## src/rtl/bram_fetch_arbiter_pkg.sv

```systemverilog
// Shared types and constants for the BRAM Port-B fetch arbiter.
// Default widths match the weight/bias/input buffer.
package bram_fetch_arbiter_pkg;

    localparam int DEF_NUM_REQ    = 3;
    localparam int DEF_ADDR_WIDTH = 11;
    localparam int DEF_DATA_WIDTH = 256;

    typedef enum logic [1:0] {
        IDLE  = 2'd0,
        ISSUE = 2'd1,
        DRAIN = 2'd2
    } state_t;

    function automatic int id_width(input int n);
        return (n > 1) ? $clog2(n) : 1;
    endfunction

    localparam int DEF_ID_WIDTH = id_width(DEF_NUM_REQ);

endpackage

```

## src/rtl/bram_fetch_arbiter_pick.sv

```systemverilog
// Round-robin winner select: first set request at or above rr_ptr,
// wrapping at NUM_REQ.
module rr_priority_pick #(
    parameter int NUM_REQ = 3,
    parameter int ID_W    = 2
) (
    input  logic [NUM_REQ-1:0] req,
    input  logic [ID_W-1:0]    rr_ptr,
    output logic [NUM_REQ-1:0] winner,
    output logic [ID_W-1:0]    winner_idx,
    output logic               any_req
);

    function automatic int wrap_idx(input logic [ID_W-1:0] ptr, input int i);
        return (int'(ptr) + i) % NUM_REQ;
    endfunction

    always_comb begin
        winner     = '0;
        winner_idx = '0;
        any_req    = 1'b0;
        for (int i = 0; i < NUM_REQ; i++) begin
            if (!any_req && req[wrap_idx(rr_ptr, i)]) begin
                any_req                     = 1'b1;
                winner[wrap_idx(rr_ptr, i)] = 1'b1;
                winner_idx                  = ID_W'(wrap_idx(rr_ptr, i));
            end
        end
    end

endmodule

```

## src/rtl/bram_fetch_arbiter.sv

```systemverilog
// Round-robin burst arbiter sharing the BRAM Port-B read path between
// NUM_REQ fetchers; tags returning beats and flags burst completion.
module bram_fetch_arbiter
    import bram_fetch_arbiter_pkg::*;
#(
    parameter  int NUM_REQ    = DEF_NUM_REQ,
    parameter  int ADDR_WIDTH = DEF_ADDR_WIDTH,
    parameter  int DATA_WIDTH = DEF_DATA_WIDTH,
    parameter  int LEN_WIDTH  = 8,
    parameter  int RD_LATENCY = 2,
    localparam int ID_W       = id_width(NUM_REQ)
) (
    input  logic                          clk,
    input  logic                          rst,
    input  logic [NUM_REQ-1:0]            req,
    input  logic [NUM_REQ*ADDR_WIDTH-1:0] req_base_addr,
    input  logic [NUM_REQ*LEN_WIDTH-1:0]  req_len,
    output logic [NUM_REQ-1:0]            grant,
    output logic                          bram_en,
    output logic [ADDR_WIDTH-1:0]         bram_addr,
    input  logic [DATA_WIDTH-1:0]         bram_dout,
    output logic [DATA_WIDTH-1:0]         rd_data,
    output logic                          rd_valid,
    output logic [ID_W-1:0]               rd_id,
    output logic [NUM_REQ-1:0]            burst_done,
    output logic                          busy
);

    state_t                state;
    logic [ID_W-1:0]       rr_ptr;
    logic [ID_W-1:0]       owner;
    logic [LEN_WIDTH-1:0]  remaining;
    logic                  bram_last;

    logic [NUM_REQ-1:0]    win_onehot;
    logic [ID_W-1:0]       win_idx;
    logic                  any_req;
    logic [ADDR_WIDTH-1:0] win_base;
    logic [LEN_WIDTH-1:0]  win_len;
    logic                  zero_start;
    logic [ID_W-1:0]       rr_next;

    logic [RD_LATENCY-1:0] en_pipe;
    logic [RD_LATENCY-1:0] last_pipe;
    logic [ID_W-1:0]       id_pipe [RD_LATENCY];

    rr_priority_pick #(
        .NUM_REQ (NUM_REQ),
        .ID_W    (ID_W)
    ) u_pick (
        .req        (req),
        .rr_ptr     (rr_ptr),
        .winner     (win_onehot),
        .winner_idx (win_idx),
        .any_req    (any_req)
    );

    assign win_base = req_base_addr[win_idx*ADDR_WIDTH +: ADDR_WIDTH];
    assign win_len  = req_len[win_idx*LEN_WIDTH +: LEN_WIDTH];
    assign rr_next  = (win_idx == ID_W'(NUM_REQ - 1)) ? '0 : win_idx + 1'b1;

    // A zero-length burst injects its completion token straight into the
    // pipeline so burst_done lands RD_LATENCY cycles after arbitration.
    assign zero_start = (state == IDLE) && any_req && (win_len == '0);

    assign busy     = (state != IDLE);
    assign rd_data  = bram_dout;
    assign rd_valid = en_pipe[RD_LATENCY-1];
    assign rd_id    = id_pipe[RD_LATENCY-1];

    always_comb begin
        burst_done = '0;
        if (last_pipe[RD_LATENCY-1]) begin
            burst_done[id_pipe[RD_LATENCY-1]] = 1'b1;
        end
    end

    always_ff @(posedge clk) begin
        if (rst) begin
            state     <= IDLE;
            rr_ptr    <= '0;
            owner     <= '0;
            remaining <= '0;
            grant     <= '0;
            bram_en   <= 1'b0;
            bram_last <= 1'b0;
            bram_addr <= '0;
            en_pipe   <= '0;
            last_pipe <= '0;
            for (int i = 0; i < RD_LATENCY; i++) begin
                id_pipe[i] <= '0;
            end
        end else begin
            for (int i = RD_LATENCY - 1; i > 0; i--) begin
                en_pipe[i]   <= en_pipe[i-1];
                last_pipe[i] <= last_pipe[i-1];
                id_pipe[i]   <= id_pipe[i-1];
            end
            en_pipe[0]   <= bram_en;
            last_pipe[0] <= bram_last | zero_start;
            id_pipe[0]   <= (state == IDLE) ? win_idx : owner;

            unique case (state)
                IDLE: begin
                    if (any_req) begin
                        grant  <= win_onehot;
                        owner  <= win_idx;
                        rr_ptr <= rr_next;
                        if (win_len != '0) begin
                            bram_en   <= 1'b1;
                            bram_addr <= win_base;
                            bram_last <= (win_len == LEN_WIDTH'(1));
                            remaining <= win_len - 1'b1;
                            state     <= ISSUE;
                        end else begin
                            state <= DRAIN;
                        end
                    end
                end
                ISSUE: begin
                    if (remaining == '0) begin
                        bram_en   <= 1'b0;
                        bram_last <= 1'b0;
                        state     <= DRAIN;
                    end else begin
                        bram_addr <= bram_addr + 1'b1;
                        bram_last <= (remaining == LEN_WIDTH'(1));
                        remaining <= remaining - 1'b1;
                    end
                end
                DRAIN: begin
                    if (last_pipe[RD_LATENCY-1]) begin
                        grant <= '0;
                        state <= IDLE;
                    end
                end
                default: state <= IDLE;
            endcase
        end
    end

endmodule
```

## config.mk

```make
export PLATFORM = sky130hd
export DESIGN_NAME = bram_fetch_arbiter
export DESIGN_NICKNAME = d
export VERILOG_FILES = /design/src/rtl/bram_fetch_arbiter_pkg.sv /design/src/rtl/bram_fetch_arbiter_pick.sv /design/src/rtl/bram_fetch_arbiter.sv
export SDC_FILE = /design/constraint.sdc
export NUM_CORES = 1
export LEC_CHECK = 0
export BUFFER_PORTS_ARGS = -buffer_cell sky130_fd_sc_hd__buf_2
export CAP_MARGIN = 20
export CORE_AREA = 8 8 223 225
export DETAILED_ROUTE_END_ITERATION = 10
export DIE_AREA = 0 0 231 233
export PLACE_DENSITY = 0.43
export SLEW_MARGIN = 20
export SYNTH_ARGS = -nofsm -noshare
export SYNTH_HDL_FRONTEND = slang
export SYNTH_SLANG_ARGS = --single-unit
```

## constraint.sdc

```tcl
create_clock -name clk -period 3.2 [get_ports clk]
set_input_delay 0.16 -clock clk [delete_from_list [all_inputs] [get_ports clk]]
set_output_delay 0.16 -clock clk [all_outputs]
set_load 0.05 [all_outputs]
```

---- Yosys cells after proc, flatten, opt, wreduce, memory -nomap -nowiden ----
Memories as Yosys holds them, arrays and structs flattened.
Cells that the tools add are included.
storage, ports and cells
  memories ................................ 1
  output and inout port bits .............. 278
  register bits ........................... 34
  word-level logic and storage cells ...... 127
  input port bits ......................... 318
  bits in writable memories ............... 4
cells by class
  add/subtract/negate cells ............... 6
  magnitude comparators ................... 8
  shift operators ......................... 2
  divide/modulo/power cells ............... 3
  multiplexer cells ....................... 58
  reductions and logical operators ........ 23
  equal/unequal tests ..................... 10
  $mul .................................... 1
  bitwise logic cells ..................... 5
memories
  memory   words  width  rd ports  clocked after memory_dff  write ports  line                      RTL
  id_pipe  2      2      2         0                         2            bram_fetch_arbiter.sv:45  logic [ID_W-1:0] id_pipe [RD_LATENCY];
operator list
  operator               number
  $ge 32x1->1 const B    3
  $lt 32x4->1 const B    3
  $mod 32x3->32 const B  2
  $mux 11                3
  $shiftx 33x7->11       1
  $mod 3x3->32 const B   1
  $mux 8                 3
  $shiftx 24x6->8        1
  $mux 1                 22
  $mux 2                 11
  $pmux 11 s2            1
  $mux 3                 6
  $eq 8x1->1 const B     2
  $logic_not 8->1        2
  $pmux 8 s2             1
  $sub 8x1->8 const B    2
  $add 11x1->11 const B  1
  $reduce_and 3->1       3
  $demux 1 s2            4
  $logic_and 1x1->1      8
  $ne 2x2->1 const B     4
  $reduce_and 4->1       2
  $reduce_bool 8->1      1
  $bmux 1 s2             3
  18 further kinds       26

---- Logic depth before layout (Yosys ltp) ----
Gate-level depths: netlist of the first run.
  word-level depth ........................ 16
  mapped depth ............................ 17
  gate-level depth less buffers ........... 15

---- Cells and area by module ----
From an unflattened synthesis of the first run, not the netlist that was laid out.
second synthesis, totals
  cells, all modules ...................... 638
  area total of the unflattened synthesis .. 4862.2 µm²
by module, submodules not included
  module              sequential area each (µm²)  cells an instance  area each (µm²)  times used
  bram_fetch_arbiter  760.7                       586                4480.5           1
  rr_priority_pick    0.0                         52                 381.6            1

---- Worst setup path before layout of the first run ----
No wires, ideal clock.
  path kind ............................... register -> register
  from .................................... reg rr_ptr[0]
  to ...................................... reg bram_addr[9]
  setup time .............................. 0.079 ns
  stages on the path, launching flop included .. 17
  arrival time ............................ 3.162 ns
  data required time ...................... 3.121 ns
  slack ................................... -0.042 ns
  clock period less this slack ............ 3.242 ns
  cells stage by stage .................... dfxtp_1 -> inv_1 -> ha_1 -> buf_2 -> nor2b_1 -> o2111ai_1 -> and3_1 -> clkbuf_1 -> nor2_1 -> a21oi_1 -> inv_1 -> ha_1 -> nand2b_1 -> o41a_1 -> buf_6 -> a21oi_1 -> a211oi_2
between the ends
  word-level cells in the longest chain between the ends .. 16
  elaborated cells on any way between the ends .. 34
  those cells by class .................... add/sub: 2; mul: 1; div: 3; eq/ne: 2; shift: 2; mux: 18; reduce/logical: 6
ends and longest elaborated chain
  item                                                                    line                       RTL
  start: declaration                                                      bram_fetch_arbiter.sv:30   logic [ID_W-1:0] rr_ptr;
  start signal: assignment                                                bram_fetch_arbiter.sv:108  rr_ptr <= rr_next;
  parallel branches: the longest is 16 deep, another holds $mod 32x3->32  n/a
  end signal: assignment                                                  bram_fetch_arbiter.sv:111  bram_addr <= win_base;
  end signal: assignment                                                  bram_fetch_arbiter.sv:126  bram_addr <= bram_addr + 1'b1;
  end: declaration                                                        bram_fetch_arbiter.sv:20   output logic [ADDR_WIDTH-1:0] bram_addr,
Several ways; the timed one is not identified. The select of a mux whose other input is x is not followed.
A chain may end at the register's enable or synchronous reset.

---- Worst setup path after layout of the first run ----
  from .................................... reg rr_ptr[0]
  to ...................................... reg bram_addr[8]
Same word-level chain as after synthesis.

==> out/metrics.yaml, run 1 <==
floorplanning:
  num_io_pins: 596
  placementRows: 79
  dieHeight_um: 233
  start_util_pct: 10.6
  core_area_um2: 46100
  dieArea_um2: 53800
  die_x_um: 231
clocking:
  cts_root_buffer: "clkbuf_16"
  cts_made_buffers: 5
  htree_levels: 2
  cts_tree: "done"
  clkTransAtPathRegs_ps: 60
  clk_path_buf_depth: 2
  cts.sinks: 38
  worstSkewPairLatency_ps: 280
  cts_hold_buf: 0
pwr:
  power_frac_comb_pct: 71.4
  peakVddDrop_mv: 0.260
  leakage_nw: 1.89
  power_frac_seq_pct: 15.8
  internal_power_mw: 2.77
  powerDensity_nw_per_um2: 1080
  p_switching_mw: 2.53
  total_power_mw: 5.30
  power_switching_share_pct: 47.7
  power_frac_clock_pct: 12.7
critical_path:
  crit_slowest_cell: "or3_4"
  r2r_slack_ps: 60
  path_class: "reg -> reg"
  path_max_fanout: 8
  start_kind: "flop"
  rr_startpoint: "rr_ptr[0]$_SDFFE_PP0P_"
  critPathLaunch: "rr_ptr[0]$_SDFFE_PP0P_"
  crit_top_cell: "buf_6"
  critPathRequiredTime_ps: 3330
  path_cells: "buf_6 -> ha_4 -> buf_6 -> nor2b_2 -> o21ai_2 -> buf_4 -> a31oi_4 -> mux2i_1 -> o22ai_1 -> or3_4 -> o41a_1 -> buf_6 -> a21oi_1 -> a211oi_1"
  reg2reg_to: "bram_addr[8]$_SDFFE_PP0P_"
  critical_path.max_stage_delay_ps: 440
  arrival_ps: 3270
  endpoint_kind: "flop"
  critPathCapture: "bram_addr[8]$_SDFFE_PP0P_"
  reg2reg_depth: 14
detailed_routing:
  drc_errors: 0
  avgViaCountPerCell: 3.30
  drtAntennaViolNets: 0
  first_iter_violations: 135
  wl_per_cell_um: 16.8
  drt_wl_total_mm: 18.7
  firstDrtPassIters: 4
  vias: 3670
sta:
  rsz0062_at_grt: "true"
  skew_ps: 6.49
  layout_setup_ws_ps: 63.3
  slew_headroom_pct: 45.1
  hold_viol: 0
  setup_viol: 0
  hold_ws_ps: 303
  fmax_mhz: 319
  timing.final.crit_share_pct: 98.0
  finalMaxSlewViolations: 0
  min_period_ps: 3140
  worst_pin_slew_ps: 824
place:
  post-dp-hpwl_mm: 15.2
  placed_cell_area_um2: 4340
  globalplace.congestion: 0.727
  dpl.cell_count: 1091
  dp_slack_ps: -237
  io_buffers: 83
global_routing:
  grt_use_total_pct: 6.37
  gr-total-overflow: 0
  grt_max_degree: 38
  antenna_found_initial: 0
  grt_pass1_vias: 3773
  grt_pass1_wl_mm: 25.6
synth:
  synth.area.top_cells: "buf_4 40%, dfxtp_1 16%, a21oi_1 4.0%"
  synth_area_um2: 4880
  async_reset_ff_share_pct: 0
  synth_cell_type_count: 65
  syn_area_per_cell_um2: 7.65
  yosysMostFrequentCell: "buf_4"
  synth_ff_type: "dfxtp_1"
  syn-instance-count: 638
  synthTopCellsByCount: "261 x buf_4, 39 x a21oi_1, 38 x dfxtp_1"
  synth_largest_area_cell: "buf_4"
  syn-num-nets: 967
  ys_ff_latch: 38
  synth-seq-area-share_pct: 15.6
  synth-edff-count: 0
  yosys_warnings: 0
  synth_top_area_share_pct: 40.1
finish:
  nFillCells: 5394
  layout.nets: 833
  drive_gt1_share_pct: 40.0
  stdcell_area_um2: 4910
  final_cells: 1112
  area_growth_syn_to_layout_pct: 0.615
  n_antenna_cell: 0
run_status:
  outcome: "complete, no violations"
worst_hold_path:
  hp-class: "in -> reg"
flow_run:
  drv_cap: 0
==> layout make-up <==
| type | instances | area (um^2) | share of cell area, % |
|---|---|---|---|
| clock buffers | 6 | 139 | 2.83 |
| multi-input cells | 306 | 2240 | 45.7 |
| inverters | 14 | 55.1 | 1.12 |
| flip-flops and latches | 38 | 768 | 15.6 |
| well taps | 607 | 759 | 15.5 |
| repair buffers | 139 | 887 | 18.1 |
| clock inverters | 2 | 60.1 | 1.22 |
==> kinds of logic (layout without fill, tap and decap cells) <==
family	after synthesis	in the layout	share of synthesized area, %
flops	38	38	15.6
simple gates	146	146	15.4
compound gates	122	122	17.5
fa+ha+maj	11	11	2.82
buf+inv	294	161	43.2
xor+xnor	5	5	0.897
mux	22	22	4.64
==> metrics by stage <==
step / TNS [ps] / util (%)
2_1_floorplan: 0 / -
3_3_place_gp: -1960 / 9.42
3_5_place_dp: -4080 / 9.42
4_1_cts: 0 / 10.1
5_1_grt: -456 / 10.7
6_report: 0 / 10.7
==> registers in the layout, summed over array words and instances (netlist names) <==
name and flops:
id_pipe 4, en_pipe 2, rr_ptr 2, owner 2, bram_last 1, grant 3, bram_en 1, bram_addr 11
last_pipe 2, state 2, remaining 8
==> repair_timing <==
action / in CTS / in global routing
pin swaps: 6 / 7
endpoints found under the setup margin: 24 / 24
gates resized for setup: 17 / 46
gates cloned: 0 / 1
buffers inserted: 5 / 7
==> metal layers <==
layer	wire [um]	global-route usage [%]
met5	46	0.643
met2	8550	10.2
met1	6840	6.53
met4	1210	4.28
met3	2070	3.11
==> cell usage in the layout, fill, tap and decap left out, drive strengths merged, types with 2 or more instances in the layout <==
cell type / synthesis / final
nor4b: 2 / 2
mux2i: 20 / 20
a211oi: 8 / 8
ha: 11 / 11
o41ai: 2 / 2
clkbuf: 12 / 6
or3: 4 / 4
dfxtp: 38 / 38
a31o: 5 / 5
buf: 268 / 139
nor4: 4 / 4
nand2b: 6 / 6
a31oi: 3 / 3
a22oi: 3 / 3
xnor2: 3 / 3
nor3: 15 / 15
o31ai: 2 / 2
o21ai: 28 / 28
nand3b: 3 / 3
o21a: 4 / 4
or2: 2 / 2
nand2: 33 / 33
mux2: 2 / 2
nor3b: 3 / 3
o31a: 2 / 2
bufinv: 0 / 2
o32ai: 2 / 2
nand3: 15 / 15
and3: 7 / 7
nor2b: 12 / 12
a21oi: 39 / 39
o2111ai: 3 / 3
xor2: 2 / 2
a21boi: 2 / 2
o211ai: 5 / 5
a211o: 3 / 3
inv: 14 / 14
nor2: 35 / 35
==> worst max-delay path, delay by kind of cell (launching register included) <==
kind / cells / cell delay [ps]
compound gates: 6 / 1010
simple gates: 2 / 580
fa+ha+maj: 1 / 180
mux: 1 / 260
buf+inv: 4 / 570
flops: 1 / 380
==> power groups by stage <==
stage | Combinational, mW | Sequential (mW) | Clock, mW
detailed placement | 3.36 | 0.833 | 0
global route | 4.16 | 0.868 | 0.709
CTS | 3.53 | 0.827 | 0.695
floorplan | 2.89 | 1.05 | 0
finish | 3.79 | 0.839 | 0.674
global placement | 3.34 | 0.832 | 0
==> how the worst min path moves through the flow <==
stage                                      from                         to  slack, ps  depth (start not counted)
after CTS                     req_base_addr[30]  bram_addr[8]$_SDFFE_PP0P_        280                          5
final                         req_base_addr[30]  bram_addr[8]$_SDFFE_PP0P_        300                          5
after global routing             bram_dout[140]               rd_data[140]        320                          0
after detailed placement         bram_dout[101]               rd_data[101]        320                          0
after floorplan           en_pipe[0]$_SDFF_PP0_      en_pipe[1]$_SDFF_PP0_        410                          1
after global placement           bram_dout[101]               rd_data[101]        320                          0
(Power assumes the default switching activity.)
==> run 2: changes to the inputs <==
- SETUP_SLACK_MARGIN: default -> 0.4
==> run 2 against run 1 <==
Effect of this change:
- sequential power decreased by 0.7%
- clock power decreased by 24%
- fmax down 0.26%
- wire length decreased by 3.6%
- largest cell class unchanged
- die area did not move
==> out/metrics.yaml, run 2 (synthesis results as in run 1) <==
place:
  io_buffers: 83
  globalplace.congestion: 0.734
  post-dp-hpwl_mm: 14.8
  dpl.cell_count: 1082
  dp_slack_ps: -155
critical_path:
  critPathRequiredTime_ps: 3380
  crit_slowest_cell: "or3_4"
  path_class: "reg -> reg"
  critical_path.max_stage_delay_ps: 390
  path_max_fanout: 22
  reg2reg_depth: 14
  path_cells: "inv_4 -> ha_4 -> nand4b_1 -> a2bb2oi_4 -> buf_6 -> a31oi_4 -> mux2i_2 -> o22ai_2 -> or3_4 -> buf_6 -> o41ai_4 -> buf_12 -> nor3_1 -> a31o_2"
  critPathLaunch: "rr_ptr[0]$_SDFFE_PP0P_"
  start_kind: "flop"
  crit_top_cell: "buf_6"
  endpoint_kind: "flop"
  arrival_ps: 3330
  rr_startpoint: "rr_ptr[0]$_SDFFE_PP0P_"
finish:
  area_growth_syn_to_layout_pct: 0.538
  top_register: "bram_addr"
  drive_gt1_share_pct: 40.6
  final_cells: 1111
  final-seq-area_um2: 768
  multiInputGateArea_um2: 2300
  largest_register_ffs: 11
  layout_common_cells: "83 x buf_2, 43 x buf_4, 36 x dfxtp_1"
  nFillCells: 5380
  fin_util_pct: 10.7
  final_common_cell: "buf_2"
  reg.largest.list: "bram_addr x11, remaining x8, id_pipe x4"
  layout.nets: 830
detailed_routing:
  drc_errors: 0
  drtAntennaViolNets: 0
  vias: 3646
  drt_wl_total_mm: 18.0
  firstDrtPassIters: 4
  first_iter_violations: 198
  avgViaCountPerCell: 3.28
  wl_per_cell_um: 16.2
floorplanning:
  start_util_pct: 10.6
  num_io_pins: 596
  core_area_um2: 46100
  die_x_um: 231
  dieArea_um2: 53800
  placementRows: 79
  dieHeight_um: 233
pwr:
  powerDensity_nw_per_um2: 1050
  leakage_nw: 1.88
  peakVddDrop_mv: 0.339
global_routing:
  grt_max_degree: 38
  gr-total-overflow: 0
  grt_use_total_pct: 6.26
  grt_pass1_wl_mm: 25.0
  grt_pass1_vias: 3671
  antenna_found_initial: 6
sta:
  skew_ps: 5.63
  hold_viol: 0
  layout_setup_ws_ps: 55.1
  slew_headroom_pct: 64.4
  min_period_ps: 3140
  setup_viol: 0
  timing.final.crit_share_pct: 98.3
  finalMaxSlewViolations: 0
  worst_pin_slew_ps: 530
  rsz0062_at_grt: "true"
  fmax_mhz: 318
worst_hold_path:
  worst_hold_path.num_cells: 2
  hp-class: "in -> reg"
  hold_start: "rst"
clocking:
  cts.sinks: 38
  cts_made_buffers: 5
  clkTransAtPathRegs_ps: 60
  cts_root_buffer: "clkbuf_16"
  clk_path_buf_depth: 2
  cts_tree: "done"
  htree_levels: 2
  worstSkewPairLatency_ps: 280
run_status:
  outcome: "complete, no violations"
flow_run:
  drv_cap: 0
==> run 2: worst paths after layout <==
kind	to	slack (ps)
max	bram_addr[4]$_SDFFE_PP0P_	60
min reg2reg	en_pipe[1]$_SDFF_PP0_	440
min	bram_addr[9]$_SDFFE_PP0P_	100
max reg2reg	bram_addr[4]$_SDFFE_PP0P_	60
==> run 2: area by class of cell <==
class | count | area share (%)
Timing Repair Buffer | 136 | 17.9
Clock inverter | 1 | 0.102
Tap cell | 607 | 15.5
Antenna cell | 2 | 0.102
Inverter | 14 | 1.12
Sequential cell | 38 | 15.7
Multi-Input combinational cell | 306 | 46.8
Clock buffer | 7 | 2.91
==> run 2: layer usage <==
layer / global-route usage [%] / vias to the layer above / wire (um)
met4: 3.86 / 6 / 885
met2: 10.6 / 271 / 9040
li1: - / 1637 / -
met1: 6.01 / 1622 / 5980
met3: 3.22 / 110 / 2110
met5: 0 / - / 34
==> run 2: worst max-delay path, delay by kind of cell, from the launching register on <==
kind                       cells  cell delay, ps
AOI/OAI and AO/OA              5             960
adders and majority gates      1             290
buffers and inverters          4             520
DFF                            1             380
muxes                          1             270
and+or+nand+nor                3             600
==> run 2: what timing repair did <==
item	4_1_cts	5_1_grt
buffers inserted	16	3
hold buffers	0	0
pin swaps	12	11
resized for setup	33	14
cloned	0	0
setup endpoints to repair	24	24
==> run 2: power breakdown <==
group / total, mW / internal [mW] / switching [mW]
Sequential: 0.833 / 0.663 / 0.170
Combinational: 3.82 / 1.67 / 2.15
Clock: 0.512 / 0.309 / 0.203
Total: 5.17 / 2.65 / 2.52
==> run 2: through the flow <==
step	setup TNS [ps]	instance area [um^2]	total power [mW]	hold WS, ps
after global placement	-213	4400	4.21	320
after detailed placement	-1700	4400	4.23	320
after CTS	0	4820	5.14	79.6
final	0	4910	5.17	95.6
after floorplan	0	5010	4.03	414
after global routing	-763	4910	5.61	101
==> run 3: changes to the inputs <==
- CAP_MARGIN: 20 -> default
- CORE_AREA: 8 8 223 225 -> 8 8 226 228
- DIE_AREA: 0 0 231 233 -> 0 0 234 236
- PLACE_DENSITY: 0.43 -> 0.41
- clock period: 3.2 -> 3.7 ns (I/O delays scaled with it)
==> run 3 against run 2 <==
Effect of this change:
- wire length is 5.2% higher
- highest routed layer unchanged
- register-to-register slack better by 400 ps
- sequential power is 13% lower
- critical endpoint is now bram_addr[5]$_SDFFE_PP0P_
- global-route usage is 0.16 points higher
==> out/metrics.yaml, run 3 (synthesis results as in run 1) <==
detailed_routing:
  vias: 3658
  wl_per_cell_um: 17.1
  drt_wl_total_mm: 19.0
  firstDrtPassIters: 4
  first_iter_violations: 138
  drtAntennaViolNets: 0
  avgViaCountPerCell: 3.30
  drc_errors: 0
worst_hold_path:
  hp-class: "in -> reg"
  worst_hold_path.num_cells: 5
finish:
  final_cells: 1108
  final-seq-area_um2: 768
  layout_common_cells: "83 x buf_2, 36 x dfxtp_1, 35 x nor2_1, 35 x a21oi_1, 35 x buf_4"
  final_common_cell: "buf_2"
  largest_register_ffs: 11
  top_register: "bram_addr"
  nFillCells: 5485
  layout.nets: 819
  stdcell_area_um2: 4810
  fin_util_pct: 10.2
  area_growth_syn_to_layout_pct: -1.46
  reg.largest.list: "bram_addr x11, remaining x8, id_pipe x4"
  multiInputGateArea_um2: 2220
  drive_gt1_share_pct: 37.7
clocking:
  htree_levels: 2
  cts_made_buffers: 5
  worstSkewPairLatency_ps: 290
  clkTransAtPathRegs_ps: 60
  cts.sinks: 38
  cts_hold_buf: 0
  cts_tree: "done"
  cts_root_buffer: "clkbuf_16"
  clk_path_buf_depth: 2
critical_path:
  endpoint_kind: "flop"
  path_max_fanout: 7
  reg2reg_depth: 14
  path_class: "reg -> reg"
  start_kind: "flop"
  critPathRequiredTime_ps: 3880
  arrival_ps: 3430
place:
  post-dp-hpwl_mm: 15.4
  dpl.cell_count: 1071
  dp_slack_ps: -125
  io_buffers: 83
  globalplace.congestion: 0.705
  placed_cell_area_um2: 4140
sta:
  timing.final.crit_share_pct: 87.8
  fmax_mhz: 308
  hold_viol: 0
  finalSetupTns_ps: 0
  rsz0062_at_grt: "true"
  finalMaxSlewViolations: 0
  hold_ws_ps: 347
  slew_headroom_pct: 43.6
  worst_pin_slew_ps: 846
  setup_viol: 0
  skew_ps: 9.95
  layout_setup_ws_ps: 450
  min_period_ps: 3250
global_routing:
  gr-total-overflow: 0
  antenna_found_initial: 7
  grt_use_total_pct: 6.42
  grt_max_degree: 38
  grt_pass1_vias: 3675
  grt_pass1_wl_mm: 26.2
floorplanning:
  start_util_pct: 10.3
  core_area_um2: 47300
  placementRows: 80
  die_x_um: 234
  dieArea_um2: 55200
  dieHeight_um: 236
  num_io_pins: 596
pwr:
  p_switching_mw: 2.17
  leakage_nw: 1.83
  total_power_mw: 4.54
  peakVddDrop_mv: 0.223
  powerDensity_nw_per_um2: 944
  power_frac_clock_pct: 13.1
  power_frac_seq_pct: 16.0
  power_frac_comb_pct: 71.0
  power_switching_share_pct: 47.8
  internal_power_mw: 2.37
run_status:
  outcome: "complete, no violations"
flow_run:
  drv_cap: 0
run 3: cell count changes in the layout (fill, tap and decap cells not counted), moves of 2 or more:
cell / delta
buf_4: -8
buf_6: -3
nor3_1: -3
nor3_2: +3
o21ai_0: +3
a21oi_1: +2
a21oi_2: -2
buf_12: -2
bufinv_16: +2
nor2b_1: +2
o21ai_2: -2
run 3: area by class of cell:
cell class / count / area share, %
Tap cell: 615 / 16.0
Clock buffer: 6 / 2.89
Sequential cell: 38 / 16.0
Antenna cell: 2 / 0.104
Clock inverter: 2 / 1.25
Multi-Input combinational cell: 306 / 46.1
Timing Repair Buffer: 125 / 16.5
Inverter: 14 / 1.20
run 3: worst paths after layout:
path | from | end | slack [ps]
max | rr_ptr[0]$_SDFFE_PP0P_ | bram_addr[5]$_SDFFE_PP0P_ | 450
min | req_base_addr[31] | bram_addr[9]$_SDFFE_PP0P_ | 350
max reg2reg | rr_ptr[0]$_SDFFE_PP0P_ | bram_addr[5]$_SDFFE_PP0P_ | 450
min reg2reg | en_pipe[0]$_SDFF_PP0_ | en_pipe[1]$_SDFF_PP0_ | 440
run 3: critical path: stages, from the launching register on:
cell and delay, ps:
dfxtp_4 390, inv_4 50, ha_4 290, nand4b_1 170, a2bb2oi_4 200, a31oi_1 140, buf_4 170, mux2i_4 250
o22ai_2 130, or3_4 420, o41ai_4 350, buf_6 180, buf_12 130, nor3_2 40, a31o_2 240
run 3: power groups by stage:
stage / clock network [mW] / logic [mW] / registers [mW]
finish: 0.594 / 3.22 / 0.725
global route: 0.623 / 3.53 / 0.751
CTS: 0.609 / 2.97 / 0.720
detailed placement: 0 / 2.69 / 0.722
global placement: 0 / 2.67 / 0.721
floorplan: 0 / 2.49 / 0.904
run 3: per-layer routing:
layer | routed length [um] | global-route usage (%) | part of all wire (%) | vias to the layer above
met5 | 54 | 0 | 0.28 | -
met4 | 824 | 3.24 | 4.3 | 8
met3 | 2450 | 3.65 | 13 | 96
met2 | 9010 | 10.5 | 47 | 297
met1 | 6640 | 6.47 | 35 | 1639
li1 | - | - | - | 1618
run 3: what timing repair did:
item                       CTS  global route
resized for setup           22            31
cloned                       1             1
pin swaps                    5            14
setup buffers                9            16
setup endpoints to repair   24            22
